`config.mk`:
```
export PLATFORM = sky130hd
export DESIGN_NAME = mem_arbiter
export DESIGN_NICKNAME = d
export VERILOG_FILES = /design/src/rtl/mem_arbiter.sv
export SDC_FILE = /design/constraint.sdc
export NUM_CORES = 1
export LEC_CHECK = 0
export BUFFER_PORTS_ARGS = -buffer_cell sky130_fd_sc_hd__buf_2
export CAP_MARGIN = 20
export CELL_PAD_IN_SITES_DETAIL_PLACEMENT = 1
export CELL_PAD_IN_SITES_GLOBAL_PLACEMENT = 1
export CORE_MARGIN = 3
export CORE_UTILIZATION = 25
export CTS_CLUSTER_DIAMETER = 200
export DETAILED_ROUTE_END_ITERATION = 8
export PLACE_DENSITY = 0.87
export RECOVER_POWER = 25
export SYNTH_ARGS = -nofsm -noshare
export SYNTH_HDL_FRONTEND = slang
export SYNTH_SLANG_ARGS = --single-unit
```
`constraint.sdc`:
```
create_clock -name clk -period 1.77 [get_ports clk]
set_input_delay 0.354 -clock clk [delete_from_list [all_inputs] [get_ports clk]]
set_output_delay 0.354 -clock clk [all_outputs]
set_load 0.03 [all_outputs]
```
`src/rtl/mem_arbiter.sv`:
```
// Arbiter sharing one single-ported memory between the instruction-fetch (read-only)
// and load/store units, with registered per-requester response slots and IF anti-starvation.
module mem_arbiter #(
  parameter int ADDR_WIDTH   = 32,
  parameter int DATA_WIDTH   = 32,
  parameter int BW           = $clog2(DATA_WIDTH/8)+1,
  parameter int STARVE_LIMIT = 4
) (
  input  logic                  clk,
  input  logic                  rst,
  input  logic                  i_if_req_valid,
  output logic                  o_if_req_ready,
  input  logic [ADDR_WIDTH-1:0] i_if_req_addr,
  input  logic                  i_if_flush,
  output logic                  o_if_rsp_valid,
  input  logic                  i_if_rsp_ready,
  output logic [DATA_WIDTH-1:0] o_if_rsp_data,
  input  logic                  i_ls_req_valid,
  output logic                  o_ls_req_ready,
  input  logic [ADDR_WIDTH-1:0] i_ls_req_addr,
  input  logic                  i_ls_req_write,
  input  logic [BW-1:0]         i_ls_req_bytes,
  input  logic [DATA_WIDTH-1:0] i_ls_req_wdata,
  output logic                  o_ls_rsp_valid,
  input  logic                  i_ls_rsp_ready,
  output logic [DATA_WIDTH-1:0] o_ls_rsp_data,
  output logic [ADDR_WIDTH-1:0] o_mem_addr,
  output logic [BW-1:0]         o_mem_write_bytes,
  output logic [DATA_WIDTH-1:0] o_mem_write_data,
  input  logic [DATA_WIDTH-1:0] i_mem_read_data
);

  localparam int NB = DATA_WIDTH/8;
  localparam int CW = $clog2(STARVE_LIMIT+1);

  typedef enum logic {EMPTY, FULL} slot_t;

  slot_t                 r_ifSlot, r_lsSlot;
  slot_t                 w_ifSlotNext, w_lsSlotNext;
  logic [CW-1:0]         r_starveCnt;
  logic [DATA_WIDTH-1:0] r_ifData, r_lsData;
  logic                  w_ifElig, w_lsElig, w_ifWin, w_lsWin, w_starved;
  logic [BW-1:0]         w_wrBytes;

  // A requester may take a new access only if its slot is free or drains this same cycle.
  assign w_ifElig  = i_if_req_valid && (r_ifSlot == EMPTY || i_if_rsp_ready) && !i_if_flush;
  assign w_lsElig  = i_ls_req_valid && (r_lsSlot == EMPTY || i_ls_rsp_ready);
  assign w_starved = (r_starveCnt == CW'(STARVE_LIMIT));
  assign w_ifWin   = !rst && w_ifElig && (!w_lsElig || w_starved);
  assign w_lsWin   = !rst && w_lsElig && !w_ifWin;
  assign w_wrBytes = (i_ls_req_bytes > BW'(NB)) ? BW'(NB) : i_ls_req_bytes;

  assign o_if_req_ready    = w_ifWin;
  assign o_ls_req_ready    = w_lsWin;
  assign o_mem_addr        = w_ifWin ? i_if_req_addr : (w_lsWin ? i_ls_req_addr : '0);
  assign o_mem_write_bytes = (w_lsWin && i_ls_req_write) ? w_wrBytes : '0;
  assign o_mem_write_data  = i_ls_req_wdata;

  assign o_if_rsp_valid = (r_ifSlot == FULL);
  assign o_ls_rsp_valid = (r_lsSlot == FULL);
  assign o_if_rsp_data  = r_ifData;
  assign o_ls_rsp_data  = r_lsData;

  // Flush wins over everything for the IF slot; a grant refills a draining slot.
  always_comb begin
    w_ifSlotNext = r_ifSlot;
    w_lsSlotNext = r_lsSlot;
    if (i_if_flush)
      w_ifSlotNext = EMPTY;
    else if (w_ifWin)
      w_ifSlotNext = FULL;
    else if (r_ifSlot == FULL && i_if_rsp_ready)
      w_ifSlotNext = EMPTY;
    if (w_lsWin)
      w_lsSlotNext = FULL;
    else if (r_lsSlot == FULL && i_ls_rsp_ready)
      w_lsSlotNext = EMPTY;
  end

  always_ff @(posedge clk) begin
    if (rst) begin
      r_ifSlot    <= EMPTY;
      r_lsSlot    <= EMPTY;
      r_ifData    <= '0;
      r_lsData    <= '0;
      r_starveCnt <= '0;
    end else begin
      r_ifSlot <= w_ifSlotNext;
      r_lsSlot <= w_lsSlotNext;
      if (w_ifWin)
        r_ifData <= i_mem_read_data;
      if (w_lsWin)
        r_lsData <= i_ls_req_write ? '0 : i_mem_read_data;
      // Count only arbitrations IF actually lost to LS.
      if (w_ifWin)
        r_starveCnt <= '0;
      else if (w_ifElig && w_lsWin && !w_starved)
        r_starveCnt <= r_starveCnt + CW'(1);
    end
  end

endmodule
```
Word level (Yosys, flattened, before mapping)

Index checks and enable logic that the tools add are counted.

Input bits: 139
Word-level logic and storage cells: 43
Bits in registers: 69

Reduce and logical (&&, ||, !) cells: 24
Add/sub/neg operators: 1
Magnitude comparators: 1
Muxes and demuxes: 9
Equal/unequal tests: 1
Bitwise logic cells: 2

Operators by type and width:

| kind                                                 | number |
|---|---|
| 2-to-1 mux 32 bit                                    | 3 |
| logical AND 1 bit                                    | 12 |
| 2-to-1 mux 3 bit                                     | 2 |
| logical NOT 1 bit                                    | 5 |
| 2-to-1 mux 1 bit                                     | 4 |
| nonzero test 2 bit                                   | 2 |
| OR reduction 2 bit                                   | 2 |
| adder 3 x 1 -> 3 bit, second input constant          | 1 |
| equality test 3 bit, second input constant           | 1 |
| greater-than comparator 3 bit, second input constant | 1 |
| logical OR 1 bit                                     | 3 |
| NOT 1 bit                                            | 2 |

Longest topological paths before layout

Gate-level depths: netlist of the first run.

Depth after elaboration: 10
Depth in mapped cells: 8
Mapped depth without buffers: 6

Worst setup path before layout of the first run

No wires, ideal clock.

Kind: flip-flop to output port
Start point: reg r_lsSlot, in the netlist o_ls_rsp_valid
End point: out o_mem_addr[23]
Arrival time: 1639 ps
Slack: -223 ps
Stages on the path, launching flop included: 7
Cells stage by stage: dfxtp_1 nand2b_1 and3_4 nor2_4 buf_6 buf_8 a22o_1

Longest elaborated chain between the ends: 10
Elaborated cells between the ends (all ways): 11
Those cells by class: mux: 2; bitwise: 1; reduce/logical: 8

RTL lines:

| what                     | RTL line | text |
|---|---|---|
| start, declared          | 38       | `slot_t r_ifSlot, r_lsSlot;` |
| start signal, assigned   | 89       | `r_lsSlot <= w_lsSlotNext;` |
| NOT 1 bit *              | 47       | `assign w_lsElig = i_ls_req_valid && (r_lsSlot == EMPTY \|\| i_ls_rsp_ready);` |
| logical OR 1 bit *       | 47       |  |
| logical AND 1 bit *      | 47       |  |
| logical NOT 1 bit *      | 49       | `assign w_ifWin = !rst && w_ifElig && (!w_lsElig \|\| w_starved);` |
| logical OR 1 bit *       | 49       |  |
| logical AND 1 bit *      | 49       |  |
| named net o_if_req_ready | 12       | `output logic o_if_req_ready,` |
| logical NOT 1 bit        | 50       | `assign w_lsWin = !rst && w_lsElig && !w_ifWin;` |
| logical AND 1 bit        | 50       |  |
| 2-to-1 mux 32 bit        | 55       | `assign o_mem_addr = w_ifWin ? i_if_req_addr : (w_lsWin ? i_ls_req_addr : '0);` |
| 2-to-1 mux 32 bit *      | 55       |  |
| end, declared            | 27       | `output logic [ADDR_WIDTH-1:0] o_mem_addr,` |

Mark *: on every way through the listed nets, which the timed path passes. The rest lies on a longest branch.

Worst setup path after layout of the first run

Start point: reg r_starveCnt[1]
End point: out o_mem_addr[10]

Longest elaborated chain between the ends: 7

RTL lines:

| what                   | RTL line | text |
|---|---|---|
| start, declared        | 40       | `logic [CW-1:0] r_starveCnt;` |
| start signal, assigned | 98       | `r_starveCnt <= r_starveCnt + CW'(1);` |
| equality test 3 bit *  | 48       | `assign w_starved = (r_starveCnt == CW'(STARVE_LIMIT));` |
| logical OR 1 bit *     | 49       |  |
| logical AND 1 bit *    | 49       |  |
| logical NOT 1 bit      | 50       |  |
| logical AND 1 bit      | 50       |  |
| 2-to-1 mux 32 bit      | 55       |  |
| 2-to-1 mux 32 bit *    | 55       |  |

Every way passes the cells marked *; elsewhere a longest branch is shown, timed or not.

==> qor.yml, run 1 <==
power_and_ir_drop:
  combPwrFrac_pct: 19.6
  p_clk_share_pct: 44.1
  p_int_uw: 3290
  seqPwrFrac_pct: 36.3
  leakagePower_uw: 0.00257
  p_switching_uw: 1230
  cellPowerDensity_mw_per_mm2: 822
  ir_drop_v: 0.000517
  swShare_pct: 27.3
synth:
  yosys.area.top_type: "dfxtp_1"
  synth_cell_types: 34
  ys_top_cells_by_count: "69 x dfxtp_1, 34 x a21oi_1, 34 x buf_4, 33 x nor2b_1"
  yosysMostFrequentCell: "dfxtp_1"
  synth_edf_count: 0
  async_flop_share_pct: 0
  synthTopCellsByArea: "dfxtp_1 39%, mux2_2 10%, a22o_1 7.9%"
  synthCells: 363
  ys.flop_type: "dfxtp_1"
  syn_nets: 504
  ys_seq_elements: 69
  ys_warn_count: 0
  synth_area_mm2: 0.00356
  synth_top_area_share_pct: 38.8
  syn_area_per_cell_um2: 9.82
  ys_seq_area_share_pct: 38.8
min_path:
  hold_start: "i_mem_read_data[26]"
  hp-class: "in -> reg"
clock_tree:
  clkLatencyLatePin_ns: 0.33
  cts_tree: "yes"
  clk_path_buf_depth: 2
  clock_sinks: 69
  cts-buffers-inserted: 9
  clk_pin_slew_ns: 0.06
  htreeDepth: 3
  root_buffer: "clkbuf_16"
sta:
  max_slew_margin_pct: 56.9
  worst_pin_slew_ns: 0.646
  hold_violations: 0
  setup_viol: 37
  tns_ns: -12.93
  skew_ns: 0.00942
  finalCritPeriodShare_pct: 122
  worst_slack_ns: -0.381
  timing.fmax_mhz: 465
  whs_ns: 0.271
  finalMaxSlewViolations: 0
  rsz0062_at_grt: "true"
  fin_crit_ns: 2.15
critical_path:
  crit_slowest_cell: "dfxtp_2"
  path_cells: "inv_2 -> ha_4 -> nand2_4 -> and3_4 -> nor2_4 -> clkbuf_16 -> a22o_4 -> buf_6"
  worst_ep_required_time_ns: 1.42
  worstSetupPathType: "reg -> out"
  cp_slowest_stage_delay_ns: 0.34
  r2r-start: "r_starveCnt[1]"
  critPathMaxFanout: 17
  end_kind: "output pin"
  critPathArrivalTime_ns: 1.80
  crit_start: "r_starveCnt[1]"
  start_kind: "flop"
die:
  core_area_mm2: 0.0136
  die_h_um: 125
  start_util_pct: 26.2
  ioPinCount: 274
  die-area_mm2: 0.0157
  rows: 42
  dieWidth_um: 125
routing:
  via_per_inst: 4.89
  vias: 3535
  drc: 0
  drt_wl_total_mm: 13.7
  first_pass_iters: 4
  antenna_left: 0
  dr.first_iter.drc_count: 175
  wl_per_cell_um: 18.9
placement:
  port_buffers: 209
  placed_area_mm2: 0.00483
  place_congestion: 0.823
  dp_cells: 703
  dp_hpwl_mm: 10.1
finish:
  final_nets: 683
  fin_cells: 723
  drive_above_1_share_pct: 59.0
  syn2layout_area_growth_pct: 54.3
  antenna_cells: 0
  fillers: 1564
  fin_area_mm2: 0.00550
status:
  status: "finished with violations"
  violations: "setup timing"
global_route:
  grt_max_degree: 64
  track_usage_pct: 16.2
  grt_overflow_total: 0
  grt_pass1_wl_mm: 20.7
  antenna_found_initial: 0
  grt_pass1_vias: 3790
job:
  cap_viol_max_count: 0
## timing repair
action / 4_1_cts / 5_1_grt
hold buffers: 0 / 0
buffers inserted: 0 / 3
gates cloned: 0 / 2
resized for setup: 72 / 15
pin swaps: 0 / 1
setup endpoints to repair: 66 / 69
## layer usage
| layer | share of wire (%) | up-vias | GRT usage [%] |
|---|---|---|---|
| li1 | - | 1644 | - |
| met1 | 39 | 1737 | 17.5 |
| met2 | 54 | 134 | 30.9 |
| met3 | 6.4 | 20 | 4.73 |
| met4 | 1.0 | 0 | 3.95 |
| met5 | 0 | - | 0 |
## area by class of cell
type,count,area [um2],area share (%)
tap,176,220,4.01
clock buffer,10,239,4.35
multi-input combinational,226,1980,36.1
clock inverter,6,93.8,1.71
timing repair buffer,234,1570,28.5
inverter,2,7.51,0.137
sequential,69,1390,25.2
## path summary, 6_finish.rpt
kind	to	slack, ns	cells past startpoint
max	o_mem_addr[10]	-0.38	8
min	o_if_rsp_data[26]	0.27	2
max reg2reg	o_if_rsp_data[8]	0.06	7
min reg2reg	o_ls_rsp_data[17]	0.48	2
## worst max-delay path, delay by kind of cell, from the launching register on
family                     cells  cell delay, ns
DFF                            1            0.34
buffers and inverters          3            0.37
adders and majority gates      1            0.16
and+or+nand+nor                3            0.34
AOI/OAI and AO/OA              1            0.26
## flip-flops by register name (all words and copies together), names as in the netlist
name / cells
o_if_rsp_data: 32
o_ls_rsp_data: 32
r_starveCnt: 3
o_if_rsp_valid: 1
o_ls_rsp_valid: 1
## power by group through the flow
| stage | sequential, uW | combinational (uW) | clock [uW] |
|---|---|---|---|
| floorplan | 1780 | 506 | 0 |
| global placement | 1670 | 776 | 0 |
| detailed placement | 1670 | 804 | 0 |
| CTS | 1640 | 869 | 2050 |
| global route | 1650 | 939 | 2110 |
| finish | 1640 | 887 | 1990 |
## through the flow
step	setup slack (ns)	power, uW	utilization [%]
finish	-0.381	4520	40.4
global route	-0.453	4690	40.4
CTS	-0.408	4560	39.6
detailed placement	-0.286	2470	35.5
global placement	-0.198	2440	35.5
floorplan	0.00959	2280	-
## cells in the final DEF (no fill, tap or decap), types with 4 or more instances in the layout
master       n
nor2b_1     33
buf_6       41
clkbuf_16   11
clkbuf_1     4
dfxtp_1     65
dfxtp_2      4
a21oi_1     34
nand4b_1    32
buf_2      168
buf_4       14
mux2_2      29
nand3_1      4
a22o_4      28
buf_12       4
o21ai_0     32
## kinds of logic after synthesis
| group | synth area share [%] |
|---|---|
| compound gates | 18.1 |
| mux | 10.1 |
| buf+inv | 13.7 |
| simple gates | 18.6 |
| flops | 38.8 |
| fa+ha+maj | 0.702 |
No activity file was read; power rests on OpenSTA's default activity.
==> inputs of run 2 (changes only) <==
Settings changed: CORE_UTILIZATION 25 to 30, PLACE_DENSITY 0.87 to 0.95.
Clock period 1.77 ns to 2.72 ns, I/O delays scaled along.
==> qor.yml, run 2 (same netlist as run 1, synthesis figures left out) <==
critical_path:
  worstSetupPathType: "reg -> out"
  critical-path-top-delay-family: "buffers and inverters"
  worst_ep_required_time_ns: 2.18
  worst-path-buf-inv: 3
  start_kind: "flop"
  cp_slowest_stage_delay_ns: 0.36
  worst-r2r-setup-slack_ns: 0.68
  critPathMaxFanout: 19
  crit_slowest_cell: "dfxtp_1"
  path_cells: "inv_1 -> ha_1 -> nand2_2 -> and3_4 -> nor2_4 -> clkbuf_16 -> a22o_1 -> buf_2"
  critPathArrivalTime_ns: 2.02
  end_kind: "output pin"
sta:
  worst_pin_slew_ns: 0.673
  tns_ns: 0
  skew_ns: 0.00948
  fin_crit_ns: 2.56
  finalCritPeriodShare_pct: 94.2
  whs_ns: 0.456
  worst_slack_ns: 0.159
  rsz0062_at_grt: "false"
  finalMaxSlewViolations: 0
  setup_viol: 0
  timing.fmax_mhz: 390
  max_slew_margin_pct: 55.2
  hold_violations: 0
job:
  cap_viol_max_count: 0
die:
  start_util_pct: 30.9
  ioPinCount: 274
  core_area_mm2: 0.0115
  rows: 39
  die-area_mm2: 0.0132
  dieWidth_um: 115
  die_h_um: 115
finish:
  drive_above_1_share_pct: 48.4
  final_nets: 669
  fin_area_mm2: 0.00474
  final_common_cell: "buf_2"
  final_cell_mix: "192 x buf_2, 69 x dfxtp_1, 34 x a21oi_1"
  syn2layout_area_growth_pct: 33.0
clock_tree:
  htreeDepth: 3
  clkLatencyLatePin_ns: 0.33
  clock_sinks: 69
  root_buffer: "clkbuf_16"
  cts_tree: "yes"
  cts-buffers-inserted: 9
  clk_pin_slew_ns: 0.06
  clk_path_buf_depth: 2
status:
  status: "finished, final reports clean"
routing:
  drc: 0
  via_per_inst: 5.16
  drt_wl_total_mm: 15.5
  antenna_left: 0
  dr.first_iter.drc_count: 188
  first_pass_iters: 5
  wl_per_cell_um: 22.9
  vias: 3496
global_route:
  grt_overflow_total: 0
  antenna_found_initial: 1
  grt_pass1_vias: 3796
  track_usage_pct: 21.7
  grt_pass1_wl_mm: 21.5
  grt_max_degree: 65
power_and_ir_drop:
  ir_drop_v: 0.000377
  leakagePower_uw: 0.00222
  cellPowerDensity_mw_per_mm2: 600
placement:
  place_congestion: 0.846
  dp_hpwl_mm: 12.0
  place_ws_ns: 0.283
  placed_area_mm2: 0.00439
  port_buffers: 209
min_path:
  hp-class: "in -> reg"
==> run 2: changes by cell type in the layout (fill, tap and decap cells not counted), moves of 4 or more <==
cell / before / now
buf_6: 41 / 1
dfxtp_1: 65 / 69
buf_2: 168 / 192
clkbuf_1: 4 / 17
buf_4: 14 / 8
dfxtp_2: 4 / 0
a22o_4: 28 / 0
a22o_1: 3 / 32
==> run 2: layout make-up <==
type                       count  area, um2
fill                        1367       6780
sequential                    69       1380
timing repair buffer         220       1140
inverter                       2       7.51
tap                          143        179
clock inverter                 6       93.8
antenna                        1       2.50
multi-input combinational    226       1700
clock buffer                  10        239
==> run 2: layer usage <==
layer	part of all wire [%]	track usage [%]	vias to the layer above	wire length, um
li1	-	-	1614	-
met1	37	22.2	1712	5680
met2	56	43.4	150	8640
met3	6.0	4.63	20	929
met4	1.6	6.57	0	242
met5	0	0	-	0
==> run 2: report_power, final <==
group / internal (uW) / switching [uW]
Clock: 836 / 463
Combinational: 175 / 303
Sequential: 1050 / 18.0
==> run 2: worst register-to-register path: stages (launching register included) <==
cell and delay (ns):
dfxtp_1 0.33, inv_1 0.08, ha_1 0.19, nand2_2 0.10, or3_1 0.61, buf_4 0.33, nand4b_1 0.17, a21oi_1 0.09
==> run 2: repair_timing <==
action | 4_1_cts | 5_1_grt
setup buffers | 0 | 1
hold buffers | 0 | 0
resized for setup | 0 | 1
endpoints found under the setup margin | 0 | 16
==> run 2: final timing paths <==
check,startpoint,cells after the start,end
setup reg to reg,r_starveCnt[0],7,o_ls_rsp_data[17]
setup / recovery,r_starveCnt[0],8,o_mem_addr[12]
hold reg to reg,o_ls_rsp_data[5],2,o_ls_rsp_data[5]
hold / removal,i_mem_read_data[0],2,o_if_rsp_data[0]
==> run 2: through the flow <==
step                      utilization [%]  cells  power [uW]
after floorplan                         -    363        1450
after global placement               38.1    658        1550
after detailed placement             38.1    658        1560
after CTS                            41.0    674        2870
after global routing                 41.2    677        2950
final                                41.2    677        2840
